**config.mk**
```make
export PLATFORM = sky130hd
export DESIGN_NAME = seq_restoring_divider_flat
export DESIGN_NICKNAME = d
export VERILOG_FILES = /design/src/rtl/seq_restoring_divider_if.sv /design/src/rtl/seq_restoring_divider.sv /design/src/flat_wrapper.sv
export SDC_FILE = /design/constraint.sdc
export NUM_CORES = 1
export LEC_CHECK = 0
export BUFFER_PORTS_ARGS = -buffer_cell sky130_fd_sc_hd__buf_2
export CORE_MARGIN = 2
export CORE_UTILIZATION = 51
export DETAILED_ROUTE_END_ITERATION = 10
export HOLD_SLACK_MARGIN = 0.08
export PLACE_DENSITY = 0.82
export SLEW_MARGIN = 25
export SYNTH_ARGS = -nofsm -noshare
export SYNTH_HDL_FRONTEND = slang
export SYNTH_SLANG_ARGS = --single-unit
```
**constraint.sdc**
```tcl
create_clock -name clk -period 8 [get_ports clk]
set_input_delay 1.6 -clock clk [delete_from_list [all_inputs] [get_ports clk]]
set_output_delay 1.6 -clock clk [all_outputs]
set_load 0.02 [all_outputs]
```
**src/rtl/seq_restoring_divider_if.sv**
```systemverilog
// Start/done handshake and operand/result bus between an issuing controller and the divider.
// Controller owns start/operands; divider owns busy/done and the held results.
interface seq_restoring_divider_if #(
    parameter int WIDTH = 8
);
    logic             start;
    logic [WIDTH-1:0] dividend;
    logic [WIDTH-1:0] divisor;
    logic             busy;
    logic             done;
    logic [WIDTH-1:0] quotient;
    logic [WIDTH-1:0] remainder;
    logic             div_by_zero;

    modport master (
        output start, dividend, divisor,
        input  busy, done, quotient, remainder, div_by_zero
    );

    modport slave (
        input  start, dividend, divisor,
        output busy, done, quotient, remainder, div_by_zero
    );
endinterface

```
**src/rtl/seq_restoring_divider.sv**
```systemverilog
// Radix-2 restoring divider, one quotient bit per clock; DIV_SIGNED_EN selects two's-complement operands.
// Latency: done pulses WIDTH+1 cycles after accept (1 cycle for divide-by-zero).
// Backpressure: start is ignored while busy; a new start is taken in the done cycle.
module seq_restoring_divider #(
    parameter int WIDTH = 8
) (
    input  logic                  clk,
    input  logic                  rst_n,
    seq_restoring_divider_if.slave bus
);
    localparam int CW = $clog2(WIDTH);

    typedef enum logic [1:0] {
        S_IDLE = 2'd0,
        S_RUN  = 2'd1,
        S_FIN  = 2'd2
    } state_t;

    state_t           state_q, state_d;
    logic [CW-1:0]    count_q, count_d;
    logic [WIDTH-1:0] d_q, d_d;
    logic [WIDTH-1:0] r_q, r_d;
    logic [WIDTH-1:0] q_q, q_d;
    logic [WIDTH-1:0] dvs_q, dvs_d;
    logic             zero_q, zero_d;
    logic             busy_q, busy_d;
    logic             done_q, done_d;
    logic [WIDTH-1:0] quot_q, quot_d;
    logic [WIDTH-1:0] rem_q, rem_d;
    logic             dbz_q, dbz_d;

    logic [WIDTH-1:0] dvd_mag;
    logic [WIDTH-1:0] dvs_mag;
    logic [WIDTH-1:0] quo_fix;
    logic [WIDTH-1:0] rem_fix;
    logic             neg_quo_acc;
    logic             neg_rem_acc;

`ifdef DIV_SIGNED_EN
    logic neg_quo_q, neg_quo_d;
    logic neg_rem_q, neg_rem_d;

    // Divide magnitudes; signs are reapplied once the unsigned core finishes.
    assign dvd_mag     = bus.dividend[WIDTH-1] ? (~bus.dividend + 1'b1) : bus.dividend;
    assign dvs_mag     = bus.divisor[WIDTH-1]  ? (~bus.divisor  + 1'b1) : bus.divisor;
    assign neg_quo_acc = bus.dividend[WIDTH-1] ^ bus.divisor[WIDTH-1];
    assign neg_rem_acc = bus.dividend[WIDTH-1];
    assign quo_fix     = neg_quo_q ? (~q_q + 1'b1) : q_q;
    assign rem_fix     = neg_rem_q ? (~r_q + 1'b1) : r_q;
`else
    assign dvd_mag     = bus.dividend;
    assign dvs_mag     = bus.divisor;
    assign neg_quo_acc = 1'b0;
    assign neg_rem_acc = 1'b0;
    assign quo_fix     = q_q;
    assign rem_fix     = r_q;
`endif

    // Trial subtract P - divisor as a + ~b + 1 through a ripple full-adder chain.
    // The partial remainder only reaches the top bit on the final step, so
    // dropping r_q's MSB when forming P loses nothing.
    logic [WIDTH-1:0] p;
    logic [WIDTH:0]   a_ext;
    logic [WIDTH:0]   b_ext;
    logic [WIDTH:0]   t;
    logic             cy;

    assign p     = {r_q[WIDTH-2:0], d_q[WIDTH-1]};
    assign a_ext = {1'b0, p};
    assign b_ext = ~{1'b0, dvs_q};

    always_comb begin
        cy = 1'b1;
        t  = '0;
        for (int i = 0; i <= WIDTH; i++) begin
            t[i] = a_ext[i] ^ b_ext[i] ^ cy;
            cy   = (a_ext[i] & b_ext[i]) | (cy & (a_ext[i] ^ b_ext[i]));
        end
    end

    always_comb begin
        state_d = state_q;
        count_d = count_q;
        d_d     = d_q;
        r_d     = r_q;
        q_d     = q_q;
        dvs_d   = dvs_q;
        zero_d  = zero_q;
        busy_d  = busy_q;
        done_d  = 1'b0;
        quot_d  = quot_q;
        rem_d   = rem_q;
        dbz_d   = dbz_q;
`ifdef DIV_SIGNED_EN
        neg_quo_d = neg_quo_q;
        neg_rem_d = neg_rem_q;
`endif
        case (state_q)
            S_IDLE: begin
                if (bus.start) begin
                    busy_d  = 1'b1;
                    count_d = '0;
                    r_d     = '0;
                    q_d     = '0;
                    dvs_d   = dvs_mag;
                    quot_d  = '0;
                    rem_d   = '0;
                    dbz_d   = 1'b0;
                    if (bus.divisor == '0) begin
                        // Keep the raw dividend: it is returned as the remainder.
                        zero_d  = 1'b1;
                        d_d     = bus.dividend;
                        state_d = S_FIN;
`ifdef DIV_SIGNED_EN
                        neg_quo_d = 1'b0;
                        neg_rem_d = 1'b0;
`endif
                    end else begin
                        zero_d  = 1'b0;
                        d_d     = dvd_mag;
                        state_d = S_RUN;
`ifdef DIV_SIGNED_EN
                        neg_quo_d = neg_quo_acc;
                        neg_rem_d = neg_rem_acc;
`endif
                    end
                end
            end
            S_RUN: begin
                d_d = {d_q[WIDTH-2:0], 1'b0};
                if (!t[WIDTH]) begin
                    r_d = t[WIDTH-1:0];
                    q_d = {q_q[WIDTH-2:0], 1'b1};
                end else begin
                    r_d = p;
                    q_d = {q_q[WIDTH-2:0], 1'b0};
                end
                count_d = count_q + 1'b1;
                if (count_q == CW'(WIDTH - 1)) begin
                    state_d = S_FIN;
                end
            end
            S_FIN: begin
                state_d = S_IDLE;
                busy_d  = 1'b0;
                done_d  = 1'b1;
                if (zero_q) begin
                    quot_d = '1;
                    rem_d  = d_q;
                    dbz_d  = 1'b1;
                end else begin
                    quot_d = quo_fix;
                    rem_d  = rem_fix;
                    dbz_d  = 1'b0;
                end
            end
            default: begin
                state_d = S_IDLE;
                busy_d  = 1'b0;
            end
        endcase
    end

    always_ff @(posedge clk or negedge rst_n) begin
        if (!rst_n) begin
            state_q <= S_IDLE;
            count_q <= '0;
            d_q     <= '0;
            r_q     <= '0;
            q_q     <= '0;
            dvs_q   <= '0;
            zero_q  <= 1'b0;
            busy_q  <= 1'b0;
            done_q  <= 1'b0;
            quot_q  <= '0;
            rem_q   <= '0;
            dbz_q   <= 1'b0;
`ifdef DIV_SIGNED_EN
            neg_quo_q <= 1'b0;
            neg_rem_q <= 1'b0;
`endif
        end else begin
            state_q <= state_d;
            count_q <= count_d;
            d_q     <= d_d;
            r_q     <= r_d;
            q_q     <= q_d;
            dvs_q   <= dvs_d;
            zero_q  <= zero_d;
            busy_q  <= busy_d;
            done_q  <= done_d;
            quot_q  <= quot_d;
            rem_q   <= rem_d;
            dbz_q   <= dbz_d;
`ifdef DIV_SIGNED_EN
            neg_quo_q <= neg_quo_d;
            neg_rem_q <= neg_rem_d;
`endif
        end
    end

    assign bus.busy        = busy_q;
    assign bus.done        = done_q;
    assign bus.quotient    = quot_q;
    assign bus.remainder   = rem_q;
    assign bus.div_by_zero = dbz_q;

endmodule

```
**src/flat_wrapper.sv**
```systemverilog
// flat-port wrapper written by rule: the top's interface ports become plain ports
module seq_restoring_divider_flat 
#(
    parameter int WIDTH = 8
)
  (clk, rst_n, bus_start, bus_dividend, bus_divisor, bus_busy, bus_done, bus_quotient, bus_remainder, bus_div_by_zero);
  seq_restoring_divider_if #(.WIDTH(WIDTH)) bus_i ();
  input  logic clk;
  input  logic rst_n;
  input wire logic [$bits(bus_i.start)-1:0] bus_start;
  input wire logic [$bits(bus_i.dividend)-1:0] bus_dividend;
  input wire logic [$bits(bus_i.divisor)-1:0] bus_divisor;
  output wire logic [$bits(bus_i.busy)-1:0] bus_busy;
  output wire logic [$bits(bus_i.done)-1:0] bus_done;
  output wire logic [$bits(bus_i.quotient)-1:0] bus_quotient;
  output wire logic [$bits(bus_i.remainder)-1:0] bus_remainder;
  output wire logic [$bits(bus_i.div_by_zero)-1:0] bus_div_by_zero;
  assign bus_i.start = bus_start;
  assign bus_i.dividend = bus_dividend;
  assign bus_i.divisor = bus_divisor;
  assign bus_busy = bus_i.busy;
  assign bus_done = bus_i.done;
  assign bus_quotient = bus_i.quotient;
  assign bus_remainder = bus_i.remainder;
  assign bus_div_by_zero = bus_i.div_by_zero;
  seq_restoring_divider #(.WIDTH(WIDTH)) u_core (.clk(clk), .rst_n(rst_n), .bus(bus_i));
endmodule
```
-- Word level (Yosys, flattened, before mapping)
Index checks and enable logic that the tools add are counted.
- add/sub/neg operators: 1
- equal/unequal tests: 5
- multiplexer cells: 24
- bitwise operators: 42
- reductions and logical operators: 9
- operators with widths (cell ; number):
    $pmux W8 S2 ; 5
    $mux W8 ; 5
    $xor A1 B1 Y1 ; 16
    $and A1 B1 Y1 ; 15
    $reduce_and A2 Y1 ; 5
    $not A8 Y9 ; 1
    $logic_not A8 Y1 ; 1
    $or A1 B1 Y1 ; 8
    $mux W1 ; 6
    $mux W2 ; 3
    $pmux W3 S2 ; 1
    $pmux W1 S2 ; 2
    $pmux W2 S2 ; 1
    $reduce_bool A2 Y1 ; 2
    $add A3 B1 Y3 const B ; 1
    $eq A3 B3 Y1 const B ; 1
    $mux W3 ; 1
    $eq A2 B1 Y1 const B ; 1
    $eq A2 B2 Y1 const B ; 1
    $logic_not A2 Y1 ; 1
    $ne A2 B1 Y1 const B ; 1
    $ne A2 B2 Y1 const B ; 1
    $not A1 Y1 ; 2
- bits in registers: 57
- input port bits: 19
- output and inout port bits: 19
- word-level logic and storage cells: 93

-- Logic depth before layout (Yosys ltp)
- depth after elaboration: 20
- gate-level depth with buffers: 13
- gate-level depth less buffers: 12

-- Least setup slack after synthesis
OpenSTA, ideal clock, no wires.
- path kind: register -> register
- start point: reg u_core.d_q[7]
- end point: reg u_core.r_q[0]
- setup time: 0.121 ns
- data arrival time: 3.483 ns
- required time: 7.879 ns
- slack: 4.396 ns
- stages on the path, launching flop included: 14
- buffers on the path: 1
- period minus slack after synthesis: 3.604 ns
- path through: dfrtp_1 -> inv_1 -> ha_1 -> fa_1 -> fa_1 -> fa_1 -> fa_1 -> inv_1 -> fa_1 -> fa_1 -> fa_1 -> buf_2 -> mux2i_1 -> a22o_1
- longest elaborated chain between the ends: 19
- elaborated cells between the ends (all ways): 21
- classes of those cells: mux (2); bitwise (19)
- ends and longest elaborated chain (item ; RTL line ; RTL):
    start: declaration ; seq_restoring_divider.sv:21 ; logic [WIDTH-1:0] d_q, d_d;
    start signal: assignment ; seq_restoring_divider.sv:168 ; d_q <= '0;
    start signal: assignment ; seq_restoring_divider.sv:185 ; d_q <= d_d;
    $and A1 B1 Y1 / $xor A1 B1 Y1 (equally long branches) ; seq_restoring_divider.sv:77, seq_restoring_divider.sv:76 ;
    $or A1 B1 Y1 ; seq_restoring_divider.sv:77 ; cy = (a_ext[i] & b_ext[i]) | (cy & (a_ext[i] ^ b_ext[i]));
    $and A1 B1 Y1 ; seq_restoring_divider.sv:77 ;
    $or A1 B1 Y1 ; seq_restoring_divider.sv:77 ;
    $and A1 B1 Y1 ; seq_restoring_divider.sv:77 ;
    $or A1 B1 Y1 ; seq_restoring_divider.sv:77 ;
    $and A1 B1 Y1 ; seq_restoring_divider.sv:77 ;
    $or A1 B1 Y1 ; seq_restoring_divider.sv:77 ;
    (+3 left out) ; - ;
    $or A1 B1 Y1 ; seq_restoring_divider.sv:77 ;
    $and A1 B1 Y1 ; seq_restoring_divider.sv:77 ;
    $or A1 B1 Y1 ; seq_restoring_divider.sv:77 ;
    $and A1 B1 Y1 ; seq_restoring_divider.sv:77 ;
    $or A1 B1 Y1 ; seq_restoring_divider.sv:77 ;
    $xor A1 B1 Y1 ; seq_restoring_divider.sv:76 ; t[i] = a_ext[i] ^ b_ext[i] ^ cy;
    $mux W8 (*) ; seq_restoring_divider.sv:131 ; if (!t[WIDTH]) begin
    $pmux W8 S2 (*) ; seq_restoring_divider.sv:98 ; case (state_q)
    end signal: assignment ; seq_restoring_divider.sv:186 ; r_q <= r_d;
    end: declaration ; seq_restoring_divider.sv:22 ; logic [WIDTH-1:0] r_q, r_d;
Every way passes the cells marked *; elsewhere a longest branch is shown, timed or not.
A chain may end at the register's enable or synchronous reset.

-- Worst setup path in the final report
- start point: reg u_core.d_q[7]
- end point: reg u_core.r_q[2]
- longest elaborated chain between the ends: 19
- elaborated cells between the ends (all ways): 21
- classes of those cells: mux (2); bitwise (19)
- ends and longest elaborated chain (item ; RTL line):
    $and A1 B1 Y1 / $xor A1 B1 Y1 (equally long branches) ; seq_restoring_divider.sv:77
    $or A1 B1 Y1 (*) ; seq_restoring_divider.sv:77
    $and A1 B1 Y1 (*) ; seq_restoring_divider.sv:77
    $or A1 B1 Y1 (*) ; seq_restoring_divider.sv:77
    $and A1 B1 Y1 ; seq_restoring_divider.sv:77
    $or A1 B1 Y1 ; seq_restoring_divider.sv:77
    $and A1 B1 Y1 ; seq_restoring_divider.sv:77
    $or A1 B1 Y1 ; seq_restoring_divider.sv:77
    (+3 left out) ; -
    $or A1 B1 Y1 ; seq_restoring_divider.sv:77
    $and A1 B1 Y1 ; seq_restoring_divider.sv:77
    $or A1 B1 Y1 ; seq_restoring_divider.sv:77
    $and A1 B1 Y1 ; seq_restoring_divider.sv:77
    $or A1 B1 Y1 ; seq_restoring_divider.sv:77
    $xor A1 B1 Y1 ; seq_restoring_divider.sv:76
    $mux W8 (*) ; seq_restoring_divider.sv:131
    $pmux W8 S2 (*) ; seq_restoring_divider.sv:98
Marks and branches as above.

==> flow_summary.toml <==
[run_status]
outcome = "finished clean"

[timing]
fin_tns_setup_ps = 0
rsz0062_at_grt = "no"
period_minus_slack_ps = 3952
fin_worst_skew_ps = 7.086
setup_slack_ps = 4048
finalHoldViolations = 0
maxSlewHeadroom_pct = 44.72
final-max-slew-violation-count = 0
fin_crit_sh_pct = 49.40
fmax_mhz = 253.1
worst_slew_pin_slew_ps = 829.2
final-setup-viol-count = 0

[route]
detail_route.wl_per_cell_um = 14.25
post-route-drc-count = 0
drt_iter0_drc = 208
finalWirelength_mm = 4.717
via_per_inst = 5.326
vias = 1763
ant_nets = 0
firstDrtPassIters = 4

[clocking]
cts_buffers = 9
cts_tree = "built"
clk_latency_ps = 340
cts_resized = 0
numClockSinks = 57
clk_pin_slew_ps = 60
cts_buffer_depth = 2
postCtsHoldBufs = 0
h-tree-depth = 3
post_cts_buffers = 0
clockRootBuffer = "clkbuf_8"

[critical_path]
reg2regPathDepth = 12
critical_path_class = "reg -> reg"
cp_max_fo = 9
r2r-end = "u_core.r_q[2]"
arrival_ps = 4170
crit_path_end_kind = "register"
startpoint_type = "register"
r2r-start = "u_core.d_q[7]"
crit_start = "u_core.d_q[7]"
rrSetupSlack_ps = 4050
critPathRequiredTime_ps = 8220
crit_end = "u_core.r_q[2]"

[layout]
fill_cells = 415
syn_to_final_growth_pct = 14.58
layout.cells.non_filler = 331
antenna_cells = 0
drive_above_1_share_pct = 25.67
design_area_sq_mm = 0.002999
nets = 285

[global_route]
gr-total-overflow = 0
grt_max_degree = 58
grtUsageTotal_pct = 18.77
grt_pass1_vias = 1648
grt_first_pass_wirelength_mm = 7.866
grt_antenna_before_repair = 0

[floorplan]
coreArea_sq_mm = 0.005042
die_x_um = 75.64
rows = 26
die_area_sq_mm = 0.005721
initial_core_util_pct = 51.91
die_h_um = 75.64
io_pins = 38

[placed_design]
gp_congestion = 0.8658
dpl_cell_area_sq_mm = 0.002828
hpwl_mm = 3.270
port_buffers = 37
place_ws_ps = 4024
dp.cells = 315

[power]
ir_drop_mv = 0.2025
fin_total_pwr_uw = 1239
power.leakage_uw = 0.001497
pwr_density_cell_mw_per_mm2 = 413.0

[synth]
ys_ff_latch = 57
netlist_instances = 220
syn_area_sq_mm = 0.002618
yosysSeqAreaShare_pct = 54.49
synth_warnings = 0
ys_types = 25
avgSynthCellArea_sq_um = 11.90
synth_fp_nets = 249

[min_path]
min_path_type = "reg -> reg"
holdCritStartpoint = "u_core.r_q[7]"

[run]
max_cap_viol_count = 0
-- how the worst min path moves through the flow --
stage,endpoint,cells past startpoint
3_5_place_dp,u_core.r_q[7],2
5_1_grt,u_core.bus.div_by_zero,2
3_3_place_gp,u_core.bus.div_by_zero,2
6_report,u_core.r_q[7],2
4_1_cts,u_core.r_q[7],2
2_1_floorplan,u_core.r_q[7],2
-- metrics by stage --
step	hold WS (ps)	utilization, %
after CTS	498.9	59.48
final	492.7	59.48
after global placement	475.8	56.08
after global routing	522.8	59.48
after detailed placement	484.5	56.08
after floorplan	449.2	-
-- cells in the final DEF (no fill, tap or decap), types with 9 or more instances in the layout --
cell and count:
nor2_1 9, o21ai_0 20, nand2_1 16, buf_2 37, dfrtp_1 57, a22o_1 16, nand3_1 9, mux2i_1 23
inv_1 10, clkbuf_8 9
-- registers in the layout, summed over array words and instances (netlist names) --
register	cells
u_core.bus.remainder	8
u_core.bus.quotient	8
u_core.d_q	8
u_core.bus.busy	1
u_core.count_q	3
u_core.state_q	2
u_core.q_q	8
u_core.bus.div_by_zero	1
u_core.zero_q	1
u_core.r_q	8
u_core.bus.done	1
u_core.dvs_q	8
-- routing by layer --
metal,GRT usage (%),routed length [um]
met5,0,0
met4,7.407,82
met3,5.820,241
met2,25.80,2101
met1,27.88,2292
-- critical path, stage by stage, from the launching register on --
cell and delay (ps):
dfrtp_1 370, inv_1 60, ha_1 200, fa_1 450, fa_1 460, fa_1 450
fa_1 420, inv_1 90, fa_1 210, fa_1 230, fa_1 510, mux2i_1 160
a22o_1 220
-- power by group --
part | internal (uW) | total [uW] | switching [uW]
Combinational | 247 | 513 | 266
Sequential | 409 | 496 | 86.8
Clock | 111 | 230 | 118
Total | 767 | 1240 | 472
-- logic make-up (layout without fill, tap and decap cells) --
family	after synthesis	in the layout	share of synthesized area, %
buffers and inverters	26	67	4.828
AOI/OAI and AO/OA	48	48	12.14
DFF	57	57	54.49
adders and majority gates	10	10	6.788
muxes	31	31	13.38
and+or+nand+nor	48	48	8.365
-- synthesized netlist by cell type (all sizes together) --
cell,instances,area share (%)
nor2b,1,0.24
dfrtp,57,54
clkinv,1,0.14
ha,3,1.4
fa,7,5.4
nand2,16,2.3
a21oi,8,1.5
mux2,8,4.6
or3b,1,0.33
clkbuf,2,0.29
buf,13,3.0
o21bai,1,0.43
o21ai,21,4.0
nor2,9,1.3
nor4,2,0.48
nand3,9,1.7
o22ai,1,0.48
nor3,8,1.5
a22o,16,5.4
nand2b,2,0.48
o2bb2ai,1,0.33
mux2i,23,8.8
inv,10,1.4
-- final cells by class --
cell class,count,area [sq um],area share (%)
Sequential cell,57,1426,47.56
Multi-Input combinational cell,137,1065,35.50
Timing Repair Buffer,40,207.7,6.925
Clock buffer,9,123.9,4.130
Tap cell,70,87.58,2.920
Clock inverter,7,47.55,1.585
Inverter,11,41.29,1.377
(Power assumes the default switching activity.)
